File: src/rtl/brisc_pkg.sv
`default_nettype none
// ============================================================================
// Module      : brisc_pkg
// Description : Shared widths, fetch constants and fetch FSM state encoding.
// Revision    : 1.0 - initial release
// ============================================================================
package brisc_pkg;

  localparam int XLEN = 32;
  localparam int ILEN = 32;

  localparam logic [XLEN-1:0] RESET_PC  = 32'h0000_1000;
  localparam logic [ILEN-1:0] NOP_INSTR = 32'h0000_0013;

  typedef enum logic [1:0] {
    REQ  = 2'd0,
    WAIT = 2'd1,
    HOLD = 2'd2
  } fetch_state_e;

endpackage
`default_nettype wire

File: src/rtl/fetch_skid_buf.sv
`default_nettype none
// ============================================================================
// Module      : fetch_skid_buf
// Description : One-entry {instr, pc} holding register that catches a fetch
//               response arriving while decode is stalled.
// Revision    : 1.0 - initial release
// ============================================================================
module fetch_skid_buf
  import brisc_pkg::*;
(
  input  logic            clk,
  input  logic            reset,
  input  logic            push,
  input  logic            pop,
  input  logic            flush,
  input  logic [ILEN-1:0] push_instr,
  input  logic [XLEN-1:0] push_pc,
  output logic            full,
  output logic [ILEN-1:0] instr,
  output logic [XLEN-1:0] pc
);

  logic            r_full;
  logic [ILEN-1:0] r_instr;
  logic [XLEN-1:0] r_pc;

  always_ff @(posedge clk) begin
    if (reset || flush) begin
      r_full <= 1'b0;
    end else if (push) begin
      r_full <= 1'b1;
    end else if (pop) begin
      r_full <= 1'b0;
    end
  end

  always_ff @(posedge clk) begin
    if (reset) begin
      r_instr <= '0;
      r_pc    <= '0;
    end else if (push) begin
      r_instr <= push_instr;
      r_pc    <= push_pc;
    end
  end

  assign full  = r_full;
  assign instr = r_instr;
  assign pc    = r_pc;

endmodule
`default_nettype wire

File: src/rtl/fetch_stage.sv
`default_nettype none
// ============================================================================
// Module      : fetch_stage
// Description : PC owner and instruction-memory front end. One outstanding
//               request, one-entry skid buffer, redirect flush with drop of
//               the in-flight response. FETCH_MISALIGN_EXC_EN enables the
//               misaligned-redirect fault; otherwise target bits [1:0] are
//               forced to zero and exception stays low.
// Revision    : 1.0 - initial release
// ============================================================================
module fetch_stage
  import brisc_pkg::*;
#(
  parameter logic [XLEN-1:0] RESET_PC  = brisc_pkg::RESET_PC,
  parameter logic [ILEN-1:0] NOP_INSTR = brisc_pkg::NOP_INSTR
) (
  input  logic            clk,
  input  logic            reset,
  input  logic            stall_fetch,
  input  logic            redirect_valid,
  input  logic [XLEN-1:0] redirect_pc,
  output logic            imem_req_valid,
  output logic [XLEN-1:0] imem_req_addr,
  input  logic            imem_req_ready,
  input  logic            imem_resp_valid,
  input  logic [ILEN-1:0] imem_resp_data,
  output logic [ILEN-1:0] instr_out,
  output logic [XLEN-1:0] pc_out,
  output logic            instr_valid,
  output logic            exception
);

`ifdef FETCH_MISALIGN_EXC_EN
  localparam bit c_misalign_en = 1'b1;
`else
  localparam bit c_misalign_en = 1'b0;
`endif

  fetch_state_e    r_state;
  fetch_state_e    w_state_nxt;

  logic [XLEN-1:0] r_pc;
  logic [XLEN-1:0] r_req_pc;
  logic [XLEN-1:0] r_pc_out;
  logic [ILEN-1:0] r_instr;
  logic            r_valid;
  logic            r_exc;
  logic            r_drop;
  logic            r_fault;

  logic            w_skid_full;
  logic [ILEN-1:0] w_skid_instr;
  logic [XLEN-1:0] w_skid_pc;

  logic [XLEN-1:0] w_target;
  logic            w_misalign;
  logic            w_can_load;
  logic            w_resp_live;
  logic            w_inflight;
  logic            w_push;
  logic            w_pop;
  logic            w_load_resp;
  logic            w_req_valid;
  logic            w_req_fire;

  assign w_target   = c_misalign_en ? redirect_pc : {redirect_pc[XLEN-1:2], 2'b00};
  assign w_misalign = c_misalign_en && redirect_valid && (redirect_pc[1:0] != 2'b00);

  assign w_can_load  = !r_valid || !stall_fetch;
  assign w_resp_live = imem_resp_valid && !r_drop && !redirect_valid && (r_state == WAIT);
  // A response arriving in the redirect cycle is the outstanding one, so nothing remains to drop.
  assign w_inflight  = ((r_state == WAIT) || r_drop) && !imem_resp_valid;
  assign w_push      = w_resp_live && !w_can_load;
  assign w_pop       = w_can_load && w_skid_full && !redirect_valid;
  assign w_load_resp = w_can_load && !w_skid_full && w_resp_live;
  assign w_req_fire  = w_req_valid && imem_req_ready;

  fetch_skid_buf u_skid (
    .clk        (clk),
    .reset      (reset),
    .push       (w_push),
    .pop        (w_pop),
    .flush      (redirect_valid),
    .push_instr (imem_resp_data),
    .push_pc    (r_req_pc),
    .full       (w_skid_full),
    .instr      (w_skid_instr),
    .pc         (w_skid_pc)
  );

  always_ff @(posedge clk) begin
    if (reset) begin
      r_state <= REQ;
    end else begin
      r_state <= w_state_nxt;
    end
  end

  always_comb begin
    w_state_nxt = r_state;
    if (redirect_valid) begin
      w_state_nxt = w_misalign ? HOLD : (w_inflight ? WAIT : REQ);
    end else begin
      case (r_state)
        REQ:     if (w_req_fire) w_state_nxt = WAIT;
        WAIT:    if (imem_resp_valid) w_state_nxt = w_push ? HOLD : REQ;
        // A faulted fetch parks here until the next redirect.
        HOLD:    if (!r_fault && (!w_skid_full || w_pop)) w_state_nxt = REQ;
        default: w_state_nxt = REQ;
      endcase
    end
  end

  always_comb begin
    w_req_valid = (r_state == REQ) && !reset && !redirect_valid;
  end

  always_ff @(posedge clk) begin
    if (reset) begin
      r_pc     <= RESET_PC;
      r_req_pc <= '0;
      r_drop   <= 1'b0;
      r_fault  <= 1'b0;
    end else if (redirect_valid) begin
      r_pc    <= w_target;
      r_drop  <= w_inflight;
      r_fault <= w_misalign;
    end else begin
      if (w_req_fire) begin
        r_pc     <= r_pc + XLEN'(4);
        r_req_pc <= r_pc;
      end
      if (imem_resp_valid && r_drop) begin
        r_drop <= 1'b0;
      end
    end
  end

  always_ff @(posedge clk) begin
    if (reset) begin
      r_valid  <= 1'b0;
      r_instr  <= NOP_INSTR;
      r_pc_out <= '0;
      r_exc    <= 1'b0;
    end else if (redirect_valid) begin
      r_valid <= w_misalign;
      r_instr <= NOP_INSTR;
      r_exc   <= w_misalign;
      if (w_misalign) begin
        r_pc_out <= redirect_pc;
      end
    end else if (w_can_load) begin
      if (w_pop) begin
        r_valid  <= 1'b1;
        r_instr  <= w_skid_instr;
        r_pc_out <= w_skid_pc;
        r_exc    <= 1'b0;
      end else if (w_load_resp) begin
        r_valid  <= 1'b1;
        r_instr  <= imem_resp_data;
        r_pc_out <= r_req_pc;
        r_exc    <= 1'b0;
      end else begin
        r_valid <= 1'b0;
        r_instr <= NOP_INSTR;
        r_exc   <= 1'b0;
      end
    end
  end

  assign imem_req_valid = w_req_valid;
  assign imem_req_addr  = r_pc;
  assign instr_out      = r_instr;
  assign pc_out         = r_pc_out;
  assign instr_valid    = r_valid;
  assign exception      = r_exc;

endmodule
`default_nettype wire
File: config.mk
export PLATFORM = sky130hd
export DESIGN_NAME = fetch_stage
export DESIGN_NICKNAME = d
export VERILOG_FILES = /design/src/rtl/brisc_pkg.sv /design/src/rtl/fetch_skid_buf.sv /design/src/rtl/fetch_stage.sv
export SDC_FILE = /design/constraint.sdc
export NUM_CORES = 1
export LEC_CHECK = 0
export CAP_MARGIN = 25
export CORE_UTILIZATION = 50
export DETAILED_ROUTE_END_ITERATION = 8
export PLACE_DENSITY = 0.79
export SLEW_MARGIN = 30
export SYNTH_ARGS = -nofsm -noshare
export SYNTH_HDL_FRONTEND = slang
export SYNTH_SLANG_ARGS = --single-unit
File: constraint.sdc
create_clock -name clk -period 2.93 [get_ports clk]
set_clock_uncertainty 0.2 [all_clocks]
set_input_delay 0.293 -clock clk [delete_from_list [all_inputs] [get_ports clk]]
set_output_delay 0.293 -clock clk [all_outputs]
set_load 0.01 [all_outputs]
* Word level (Yosys, flattened, before mapping)
Index checks and enable logic that the tools add are counted.
Word-level totals: register bits after elaboration 197, input port bits 70, output and inout port bits 99, logic and storage cells 71
Cells by class: add/sub/neg operators 1, equality and inequality tests 5, mux-type cells 19, bitwise operators 1, reductions and logical operators 34
Operators by type and width (number):
- two-way mux 32 bit | 6
- adder 32 x 3 -> 32 bit, second input constant | 1
- logical AND 1 bit | 13
- two-way mux 2 bit | 5
- inequality test 3 bit, second input constant | 3
- logical NOT 1 bit | 8
- nonzero test 2 bit | 4
- two-way mux 1 bit | 7
- case mux 2 bit (3 select lines) | 1
- AND reduction 3 bit | 2
- logical OR 1 bit | 4
- == test 2 x 1 -> 1 bit, second input constant | 1
- == test 2 bit, second input constant | 1
- logical NOT 2 bit | 1
- AND reduction 2 bit | 1
- OR reduction 2 bit | 1
- NOT 1 bit | 1

* Longest topological paths before layout
depth in word-level cells 9, mapped depth 8

* Modules after synthesis
A second synthesis with hierarchy kept.
Unflattened totals: cell total of the unflattened synthesis 908, area total of the unflattened synthesis 8101.5 µm²
Modules (own cells, without submodules):
- fetch_stage | instances 1, cells an instance 698, area each 5780.5 µm², sequential area each 2562.5 µm²
- fetch_skid_buf | instances 1, cells an instance 210, area each 2321.0 µm², sequential area each 1301.2 µm²

* Least setup slack after synthesis
OpenSTA, ideal clock, no wires.
path type reg-to-reg, start register r_pc[11] (netlist: imem_req_addr[11]), end register r_pc[27] (netlist: imem_req_addr[27]), data arrival time 1.838 ns, data required time 2.639 ns, slack 0.801 ns, cell stages (with the launch flop) 7, period minus slack after synthesis 2.129 ns, cells stage by stage dfxtp_1 > buf_2 > nand4_1 > or4_1 > buf_2 > or3_1 > a311oi_1
On the way: cells in the longest elaborated chain, start to end 3
Ends and longest elaborated chain:
- from (decl) | RTL line fetch_stage.sv:42 | logic [XLEN-1:0] r_pc;
- from (signal assigned) | RTL line fetch_stage.sv:125 | r_pc <= w_target;
- from (signal assigned) | RTL line fetch_stage.sv:130 | r_pc <= r_pc + XLEN'(4);
- adder 32 x 3 -> 32 bit | RTL line fetch_stage.sv:130
- two-way mux 32 bit | RTL line fetch_stage.sv:129 | if (w_req_fire) begin
- two-way mux 32 bit | RTL line fetch_stage.sv:124 | end else if (redirect_valid) begin
No other way between the ends. The select of a mux whose other input is x is not followed. A chain may end at the register's enable or synchronous reset.

* Final worst setup path
start input port redirect_valid, end output port imem_req_valid
On the way: cells in the longest elaborated chain, start to end 2
Ends and longest elaborated chain:
- from (decl) | RTL line fetch_stage.sv:20 | input logic redirect_valid,
- logical NOT 1 bit | RTL line fetch_stage.sv:115 | w_req_valid = (r_state == REQ) && !reset && !redirect_valid;
- logical AND 1 bit | RTL line fetch_stage.sv:115
- to (decl) | RTL line fetch_stage.sv:22 | output logic imem_req_valid,
No other way between the ends.

==> flow_summary.json <==
{
  "synthCells": 894,
  "dp.cells": 1182,
  "hold_depth": 4,
  "final_cell_count_no_fill": 1214,
  "grt_max_degree": 93,
  "synth_fa_ha_area_share_pct": 0.165,
  "first_pass_iters": 9,
  "fin_crit_sh_pct": 85.4,
  "drtIter0Drc": 759,
  "yosys_register_bits": 189,
  "max_slew.worst_pin.slew_ns": 0.890,
  "synthMuxAreaShare_pct": 4.09,
  "timing.rr.start": "imem_req_addr[20]$_SDFFE_PP0P_",
  "slew_headroom_pct": 40.7,
  "setup-tns-final_ns": 0,
  "drive_gt1_share_pct": 5.63,
  "endpoint": "imem_req_valid",
  "critical_path_class": "primary input to output pin",
  "cts_tree": "done",
  "start_util_pct": 51.7,
  "vias": 6924,
  "core_um2": 14700,
  "crit_path_end_kind": "output pin",
  "grt_pass1_vias": 6280,
  "p_per_area_nw_per_um2": 540,
  "syn2layout_area_growth_pct": 30.6,
  "antenna_cells": 0,
  "synth_cell_type_count": 45,
  "fmax_ghz": 0.400,
  "synthXorXnorAreaFrac_pct": 2.65,
  "failed_checks": "DRC",
  "gp_routability_congestion": 0.873,
  "synth_edf_count": 0,
  "hold_buffers": 0,
  "dieArea_um2": 15700,
  "async_reset_ff_share_pct": 0,
  "routed_wl_um": 19900,
  "grtUsageTotal_pct": 25.1,
  "r2r_end": "imem_req_addr[27]$_SDFFE_PP0P_",
  "std_cell_rows": 44,
  "synth-compound-area-share_pct": 16.0,
  "hold_class": "primary input to flop",
  "port-buffer-count": 161,
  "p_leak_nw": 3.41,
  "synthFlopType": "dfxtp_1",
  "peakVddDrop_uv": 401,
  "post-route-min-period_ns": 2.50,
  "setup-violations-final": 0,
  "cts_resized": 0,
  "wl_per_cell_um": 16.4,
  "finalHoldViolations": 0,
  "clock-sinks": 189,
  "critPathLaunchType": "primary input",
  "ys_seq_area_share_pct": 49.8,
  "drc": 8,
  "reg2reg_slack_ns": 0.58,
  "cp.arrival_ns": 2.01,
  "die_x_um": 125,
  "rsz0062_at_grt": "no",
  "antenna_found_initial": 0,
  "root_buffer": "clkbuf_16",
  "cts_buffers": 17,
  "synth_top_family_by_area": "simple AND/OR/NAND/NOR gates",
  "synth_simple_gate_area_share_pct": 22.7,
  "viasPerCell": 5.70,
  "nNetsFinal": 1088,
  "ios": 169,
  "grt-ovfl-total": 0,
  "syn_area_um2": 7590,
  "cts_setup_buffers": 0,
  "critPathRequiredTime_ns": 2.44,
  "grt_pass1_wl_um": 31700,
  "worstSetupStartpoint": "redirect_valid",
  "reg2regPathDepth": 4,
  "dp_hpwl_um": 12500,
  "ys_warn_count": 0,
  "cts_max_path_buffers": 2,
  "ant_nets": 0,
  "nFillCells": 1174,
  "path_max_fanout": 8,
  "synth_area_per_cell_um2": 8.49,
  "htreeDepth": 4,
  "outcome": "complete, but fails checks",
  "slew_violations": 0,
  "clk_pin_slew_worst_paths_ns": 0.06,
  "die_h_um": 125,
  "maxCapViolCount": 0,
  "clk_latency_ns": 0.43
}
-- how the worst min path moves through the flow --
stage | from | endpoint | slack [ns]
global placement | u_skid.instr[19]$_SDFFE_PP0P_ | u_skid.instr[19]$_SDFFE_PP0P_ | 0.24
finish | reset | r_req_pc[19]$_SDFFE_PP0P_ | 0.16
floorplan | imem_resp_valid | r_drop$_SDFFE_PP0P_ | 0.17
CTS | reset | r_req_pc[19]$_SDFFE_PP0P_ | 0.14
global route | reset | r_req_pc[19]$_SDFFE_PP0P_ | 0.20
detailed placement | u_skid.instr[25]$_SDFFE_PP0P_ | u_skid.instr[25]$_SDFFE_PP0P_ | 0.25
-- through the flow --
| step | cell area (µm²) | setup WS (ns) | utilization, % | power [W] | hold slack [ns] |
|---|---|---|---|---|---|
| 2_1_floorplan | 7610 | 0.801 | - | 0.00290 | 0.172 |
| 3_3_place_gp | 9330 | 0.431 | 63.5 | 0.00311 | 0.241 |
| 3_5_place_dp | 9330 | 0.346 | 63.5 | 0.00311 | 0.246 |
| 4_1_cts | 9920 | 0.432 | 67.5 | 0.00537 | 0.136 |
| 5_1_grt | 9920 | 0.354 | 67.5 | 0.00552 | 0.195 |
| 6_report | 9920 | 0.428 | 67.5 | 0.00536 | 0.156 |
-- registers in the layout (all words and copies together) (netlist names) --
| name | cells |
|---|---|
| pc_out | 30 |
| u_skid.pc | 30 |
| instr_out | 32 |
| instr_valid | 1 |
| imem_req_addr | 30 |
| u_skid.instr | 32 |
| r_drop | 1 |
| r_state | 2 |
| u_skid.full | 1 |
| r_req_pc | 30 |
-- synth_stat cells (2+ instances only) --
cell / instances / area share, %
a21oi_1: 87 / 5.7
nor3_2: 3 / 0.40
and4_1: 2 / 0.23
nand2_1: 199 / 9.8
nand3_1: 21 / 1.4
and3_1: 5 / 0.41
o21ai_0: 5 / 0.33
o311ai_0: 4 / 0.46
nor4_2: 2 / 0.33
a211oi_1: 42 / 4.2
a31oi_1: 2 / 0.16
xor2_1: 3 / 0.35
nand4_1: 8 / 0.66
o22ai_1: 2 / 0.16
buf_4: 5 / 0.49
xnor2_1: 20 / 2.3
a222oi_1: 29 / 3.8
clkbuf_1: 63 / 3.1
a22oi_1: 5 / 0.49
o21bai_1: 3 / 0.30
dfxtp_1: 189 / 50
or3_1: 2 / 0.16
a311oi_1: 2 / 0.23
mux2i_1: 31 / 4.1
buf_1: 3 / 0.15
buf_2: 7 / 0.46
nor2_1: 85 / 4.2
nor3_1: 9 / 0.59
nand3b_1: 25 / 2.5
or2_1: 2 / 0.16
inv_1: 5 / 0.25
nor4_1: 11 / 0.91
-- cells by family after synthesis --
group / Yosys count
simple gates: 382
flops: 189
compound gates: 183
buf+inv: 84
mux: 31
xor+xnor: 23
fa+ha+maj: 1
other cells: 1
-- per-layer routing --
metal  routed length (µm)  track usage [%]  share of wire [%]
met2                 9130             39.4                 46
met5                    0                0                  0
met3                 1200             4.36                6.0
met1                 9070             34.4                 46
met4                  478             10.4                2.4
-- power by group --
group	leakage, nW	switching, W	total [W]	internal (W)
clock	0.291	0.000971	0.00230	0.00133
sequential	1.53	0.0000633	0.00268	0.00261
combinational	1.59	0.000182	0.000383	0.000201
-- final cells by class --
class	count	area, µm²	share of cell area [%]
repair buffers	178	1790	18.0
clock buffers	23	478	4.82
well taps	184	230	2.32
multi-input cells	625	3510	35.4
flip-flops and latches	189	3780	38.2
inverters	6	22.5	0.227
clock inverters	9	110	1.11
-- critical path, stage by stage --
cell             delay [ns]
clkdlybuf4s50_1        0.54
or2_1                  0.40
nor3_1                 0.20
clkdlybuf4s50_1        0.58
-- cells in the final DEF (no fill, tap or decap), drive strengths merged, types with 12 or more instances in the layout --
master / netlist / final
a211oi: 42 / 42
a21oi: 87 / 87
a222oi: 29 / 29
buf: 15 / 18
clkbuf: 63 / 23
clkdlybuf4s50: 0 / 160
dfxtp: 189 / 189
mux2i: 31 / 31
nand2: 199 / 199
nand3: 21 / 21
nand3b: 25 / 25
nor2: 85 / 85
nor3: 12 / 12
nor4: 13 / 13
xnor2: 20 / 20
Power figures use the tool's default switching activity.
